[src/rtl/stage_fetch0.sv]
//==============================================================================
// stage_fetch0 : first fetch stage - fetch PC, speculation ID, CAM read/inval
// Revision 1.0 : initial release
//==============================================================================
`default_nettype none

module stage_fetch0 #(
    parameter logic [31:0] RESET_PC   = 32'h1000_0000,
    parameter int          INDEX_BITS = 8
) (
    input  logic                  clk_core,
    input  logic                  reset_n,
    output logic                  fe0_valid,
    output logic                  fe0_specid,
    output logic [29:0]           fe0_read_addr,
    input  logic                  fe1_stall,
    output logic                  fe0_cam_read_req,
    output logic [9:0]            fe0_cam_read_addr,
    output logic                  fe0_cam_inval_req,
    output logic [INDEX_BITS-1:0] fe0_cam_inval_index,
    input  logic                  ex_redirect,
    input  logic [29:0]           ex_redirect_pc,
    input  logic                  ex_fencei,
    input  logic                  csr_kill,
    input  logic [29:0]           csr_redirect_pc,
    output logic                  fe0_fencei_done
);

    localparam logic [29:0] RESET_WORD = RESET_PC[31:2];

    typedef enum logic [2:0] {
        ST_RST   = 3'b001,
        ST_RUN   = 3'b010,
        ST_FLUSH = 3'b100
    } state_t;

    state_t                state, state_nxt;
    logic [29:0]           pc, pc_nxt;
    logic [29:0]           last_pc, last_pc_nxt;
    logic                  specid, specid_nxt;
    logic [INDEX_BITS-1:0] count, count_nxt;
    logic                  redirect;

    assign redirect            = csr_kill | ex_redirect;
    assign fe0_read_addr       = pc;
    assign fe0_specid          = specid;
    assign fe0_cam_inval_index = count;
    // During a stall, re-read the set the second stage is holding
    assign fe0_cam_read_addr   = fe1_stall ? last_pc[9:0] : pc[9:0];

    always_ff @(posedge clk_core) begin
        if (!reset_n) begin
            state   <= ST_RST;
            pc      <= RESET_WORD;
            last_pc <= RESET_WORD;
            specid  <= 1'b0;
            count   <= '0;
        end else begin
            state   <= state_nxt;
            pc      <= pc_nxt;
            last_pc <= last_pc_nxt;
            specid  <= specid_nxt;
            count   <= count_nxt;
        end
    end

    always_comb begin
        state_nxt         = state;
        pc_nxt            = pc;
        last_pc_nxt       = last_pc;
        specid_nxt        = specid;
        count_nxt         = count;
        fe0_valid         = 1'b0;
        fe0_cam_read_req  = 1'b0;
        fe0_cam_inval_req = 1'b0;
        fe0_fencei_done   = 1'b0;
        case (state)
            ST_RST: begin
                state_nxt = ST_RUN;
            end
            ST_RUN: begin
                fe0_cam_read_req = 1'b1;
                fe0_valid        = ~redirect;
                if (csr_kill) begin
                    pc_nxt = csr_redirect_pc;
                end else if (ex_redirect && ex_fencei) begin
                    pc_nxt     = ex_redirect_pc;
                    specid_nxt = ~specid;
                    count_nxt  = '0;
                    state_nxt  = ST_FLUSH;
                end else if (ex_redirect) begin
                    pc_nxt     = ex_redirect_pc;
                    specid_nxt = ~specid;
                end else if (!fe1_stall) begin
                    last_pc_nxt = pc;
                    pc_nxt      = pc + 30'd1;
                end
            end
            ST_FLUSH: begin
                fe0_cam_inval_req = 1'b1;
                count_nxt         = count + INDEX_BITS'(1);
                if (csr_kill) begin
                    pc_nxt = csr_redirect_pc;
                end
                // Last set of the sweep: counter wraps to 0 on its own
                if (&count) begin
                    fe0_fencei_done = 1'b1;
                    state_nxt       = ST_RUN;
                end
            end
            default: begin
                state_nxt = ST_RST;
            end
        endcase
    end

endmodule

`default_nettype wire

[config.mk]
export PLATFORM = sky130hd
export DESIGN_NAME = stage_fetch0
export DESIGN_NICKNAME = d
export VERILOG_FILES = /design/src/rtl/stage_fetch0.sv
export SDC_FILE = /design/constraint.sdc
export NUM_CORES = 1
export LEC_CHECK = 0
export CORE_UTILIZATION = 45
export CTS_BUF_LIST = sky130_fd_sc_hd__clkbuf_4
export DETAILED_ROUTE_END_ITERATION = 10
export GPL_ROUTABILITY_DRIVEN = 0
export GPL_TIMING_DRIVEN = 1
export PLACE_DENSITY = 0.79
export SYNTH_ARGS = -nofsm -noshare
export SYNTH_HDL_FRONTEND = slang
export SYNTH_SLANG_ARGS = --single-unit
[constraint.sdc]
create_clock -name clk_core -period 2.1 [get_ports clk_core]
set_input_delay 0.42 -clock clk_core [delete_from_list [all_inputs] [get_ports clk_core]]
set_output_delay 0.42 -clock clk_core [all_outputs]
set_load 0.01 [all_outputs]
-- Word level (Yosys, flattened, before mapping)
Index checks and enable logic that the tools add are counted.
Widths: inputs -> output; s select.
- bits in registers: 52
- $add $sub $neg: 2
- eq/ne operators: 8
- mux-type cells: 21
- bitwise logic cells: 7
- reduce and logical (&&, ||, !) cells: 9
- operators with widths (operator ; number):
    $mux 30 ; 5
    $pmux 30 s2 ; 1
    $add 30x1->30 const B ; 1
    $mux 8 ; 2
    $pmux 8 s2 ; 1
    $reduce_and 3->1 ; 4
    $mux 10 ; 1
    $mux 3 ; 3
    $pmux 3 s3 ; 1
    $add 8x1->8 const B ; 1
    $ne 2x2->1 const B ; 4
    $reduce_and 8->1 ; 1
    $mux 1 ; 7
    $not 1->1 ; 6
    $ne 5x5->1 const B ; 1
    $reduce_and 5->1 ; 1
    $reduce_bool 2->1 ; 2
    $eq 3x1->1 const B ; 1
    $eq 3x2->1 const B ; 1
    $eq 3x3->1 const B ; 1
    $logic_and 1x1->1 ; 1
    $or 1x1->1 ; 1

-- Depth between registers and ports, before layout
- depth in word-level cells: 6
- depth in mapped cells: 8
- gate-level depth less buffers: 6

-- Worst setup path after synthesis
Ideal clock, no wire load.
- kind: reg2reg
- start point: register pc[0], in the netlist fe0_read_addr[0]
- end point: register pc[22], in the netlist fe0_read_addr[22]
- setup time: 0.070 ns
- arrival time: 1.866 ns
- required time: 2.030 ns
- setup slack: 0.164 ns
- stages on the path, launching flop included: 8
- period minus slack after synthesis: 1.936 ns
- cells stage by stage: dfxtp_1 > ha_1 > and4_1 > clkbuf_1 > nand2_1 > or3_1 > o31ai_1 > o2bb2ai_1
- word-level cells in the longest chain between the ends: 6
- RTL lines (item ; RTL line ; RTL):
    start, declared ; 38 ; logic [29:0] pc, pc_nxt;
    start signal, assigned ; 60 ; pc <= pc_nxt;
    $add 30x1->30 ; 96 ; pc_nxt = pc + 30'd1;
    $mux 30 ; 94 ; end else if (!fe1_stall) begin
    $mux 30 ; 91 ; end else if (ex_redirect) begin
    $mux 30 ; 86 ; end else if (ex_redirect && ex_fencei) begin
    $mux 30 ; 84 ; if (csr_kill) begin
    $pmux 30 s2 ; 77 ; case (state)
No other way between the ends. The select of a mux whose other input is x is not followed.
A chain may end at the register's enable or synchronous reset.

-- Worst setup path after layout
- start point: register pc[1], in the netlist fe0_read_addr[1]
- end point: output fe0_cam_read_addr[1]
- word-level cells in the longest chain between the ends: 1
- RTL lines (item ; RTL line ; RTL):
    $mux 10 ; 49 ; assign fe0_cam_read_addr = fe1_stall ? last_pc[9:0] : pc[9:0];
    end, declared ; 18 ; output logic [9:0] fe0_cam_read_addr,
No other way between the ends.

==> Implementation_results.wiki <==
{| class="wikitable"
! Metric !! Value
|-
| H-tree level count || 2
|-
| Cells after DPL || 670
|-
| Peak supply drop || 0.299 mV
|-
| CP Launch Type || flop
|-
| Floorplan die height || 89.9 µm
|-
| Required time of the critical path || 1.68 ns
|-
| Share of synthesized area occupied by flip-flops and latches || 30.0%
|-
| Wire length of the first global-routing pass || 18.7 mm
|-
| Final setup viols || 0
|-
| Number of design rule violations left after detail routing || 0
|-
| Iteration-0 DRC count of the detailed router || 231
|-
| Actual slew at the worst max-slew pin || 0.648 ns
|-
| Period utilization || 97.6%
|-
| Power Total || 2.60 mW
|-
| Worst-path maximum fanout || 4
|-
| Max Clock Skew || 0.00799 ns
|-
| Area of the multi-input gates || 0.00227 mm²
|-
| Primary FF master, synth || dfxtp_1
|-
| Clock transition time at the flip-flop clock pins of the worst setup and hold paths || 0.15 ns
|-
| Horiz. Die Dim || 89.9 µm
|-
| Floorplan row count || 31
|-
| Synthesized area per cell || 8.08 µm²
|-
| Synth warnings || 0
|-
| Congestion Overflow GR || 0
|-
| Clock latency on the worst-skew pair || 0.37 ns
|-
| Wirelength per Cell || 16.7 µm
|-
| TritonCTS clock tree || yes
|-
| Cell at the root of the clock tree || clkbuf_4
|-
| Layout net count || 647
|-
| Deepest clock path buffer count || 2
|-
| Inserted Diodes || 0
|-
| Floorplan Core Area || 0.00737 mm²
|-
| Initial cell density of the core || 47.1%
|-
| Cell area after technology mapping || 0.00347 mm²
|-
| Slew margin rel. || 56.6%
|-
| Arr. time, crit path || 1.63 ns
|-
| HPWL after DPL || 8.38 mm
|-
| Cells after synthesis || 430
|-
| Critical path, cell by cell || buf_4 > mux2_2 > clkdlybuf4s50_1
|-
| Most common cell after layout, fill and taps aside || clkdlybuf4s50_1
|-
| Crit path kind || flop to output pin
|-
| Number of placed I/O pins || 119
|-
| Number of hold-slack violations in the final timing report || 0
|-
| Global-route total usage across every layer || 28.4%
|-
| Pre-CTS setup slack || -0.298 ns
|-
| Area growth, synth to finish || 47.9%
|-
| Power per cell area || 506 mW/mm²
|-
| Worst Hold Path Cells || 2
|-
| Max incr delay on CP || 0.48 ns
|-
| Register bit total from synthesis || 52
|-
| Die Area || 0.00807 mm²
|-
| Nature of the critical path endpoint || output pin
|-
| Input/output buffers || 118
|-
| Layout Cells excl Fill || 678
|-
| Max-capacitance violation count || 0
|-
| Largest net degree at the start of global routing || 52
|-
| Routed WL || 11.4 mm
|-
| Share of the core filled with cells || 69.7%
|-
| Antenna Violating Nets Remaining || 0
|-
| Hold Slack || 0.526 ns
|-
| Reg2Reg Depth || 7
|-
| Number of antenna violations at the first check in global routing || 0
|-
| Setup_tns || 0 ns
|-
| Minimum period implied by the final worst setup slack || 2.05 ns
|-
| Hold Crit Class || flop to flop
|-
| Placement Cell Area || 0.00504 mm²
|-
| Post-synthesis net count || 498
|-
| Async set or reset register ratio after synthesis || 0%
|-
| Outcome || finished clean
|-
| CTS Buf Count || 5
|-
| Number of library cell types mapped by synthesis || 63
|-
| Number of synthesized flops with an enable pin || 0
|-
| Total number of vias || 3962
|-
| Count of fill cells added during filler insertion || 622
|-
| Storage element area || 0.00105 mm²
|-
| Via count of the first global-routing pass || 3788
|-
| Minimum setup slack in the final design || 0.0513 ns
|-
| Leakage component of the power || 1.89 nW
|-
| Final Instance Area || 0.00514 mm²
|-
| TritonCTS sink count || 52
|-
| CP max stage cell || clkdlybuf4s50_1
|-
| Number of vias per cell after detailed routing || 5.84
|-
| Final Max Slew Viols || 0
|-
| Fraction of layout instances using a drive strength above 1 || 17.3%
|-
| Commonest cells after routing, fill and taps aside || 111 x clkdlybuf4s50_1, 53 x buf_4, 45 x dfxtp_1
|-
| Max Clk Rate || 488 MHz
|-
| Drt first pass iters || 4
|}
## per-layer routing
layer	GRT usage, %	wire, µm	part of all wire [%]	vias up
met5	0	0	0	-
met4	9.54	240	2.1	0
met3	3.55	740	6.5	19
met2	46.1	5360	47	184
met1	39.0	5010	44	1872
li1	-	-	-	1887
## where the power goes
group          switching [mW]  total (mW)  internal, mW
registers              0.0711        1.14          1.06
logic                   0.471        1.01         0.539
clock network           0.331       0.455         0.124
total                   0.873        2.60          1.73
## registers in the layout (all words and copies together), names as in the netlist
register / count
fe0_read_addr: 30
last_pc: 10
fe0_cam_inval_index: 8
state: 3
fe0_specid: 1
## cell families (layout without fill, tap and decap cells)
family | count (synthesis) | after routing | share of synthesized area [%]
AOI/OAI and AO/OA | 119 | 119 | 23.0
xor gates and xnor gates | 17 | 17 | 4.29
adders and majority gates | 2 | 2 | 0.720
buffers and inverters | 38 | 187 | 5.51
DFF | 52 | 52 | 30.0
muxes | 27 | 27 | 8.11
and+or+nand+nor | 175 | 175 | 28.4
## final cells by class
cell class,instances,share of cell area [%]
repair buffers,173,31.3
clock inverters,2,0.244
multi-input cells,340,44.3
flip-flops and latches,52,20.5
clock buffers,5,0.731
well taps,99,2.41
inverters,7,0.512
## final timing paths
path	startpoint	endpoint	slack, ns
setup / recovery	fe0_read_addr[1]	fe0_cam_read_addr[1]	0.05
hold / removal	fe0_read_addr[18]	fe0_read_addr[18]	0.53
setup reg to reg	fe0_read_addr[1]	fe0_read_addr[16]	0.12
hold reg to reg	fe0_read_addr[18]	fe0_read_addr[18]	0.53
## synth_stat cells (all sizes together) (2+ instances only)
cell type  instances  area, µm²
and3               3       18.8
a21o               2       15.0
and2              10       65.1
or2                2       12.5
mux2i             18        180
nor4               9       62.6
a31oi              5       31.3
a222oi             2       20.0
o211a              2       20.0
a21boi             5       37.5
clkbuf            14       56.3
nand3             15       75.1
mux2               9        101
xnor2             15        131
nand3b             3       22.5
o31a               3       26.3
ha                 2       25.0
nand2             41        156
nand2b             7       43.8
nor2              27        106
a21oi             29        149
o2bb2ai            6       52.6
a22o               4       35.0
inv                7       26.3
o21ai             26        130
nor2b             18        113
o31ai              2       15.0
or3b               2       17.5
o22ai              3       18.8
nor4b              3       26.3
o211ai            10       75.1
a221oi             5       43.8
buf               17        109
dfxtp             52       1040
a211oi             2       15.0
nor3b              6       50.1
a22oi              7       52.6
or3                3       18.8
nand4             11       90.1
xor2               2       17.5
nor3               6       30.0
and4               7       61.3
## repair_timing
item / in CTS / in global routing
endpoints found under the setup margin: 14 / 13
hold buffers: 0 / 0
pin swaps: 0 / 1
buffers inserted: 0 / 1
hold endpoints to repair: 0 / 0
resized for setup: 16 / 12
## worst max-delay path, delay by kind of cell, from the launching register on
family	cells	cell delay, ns
flip-flops	1	0.38
multiplexers	1	0.25
buffers and inverters	2	0.64
(Power assumes the default switching activity.)
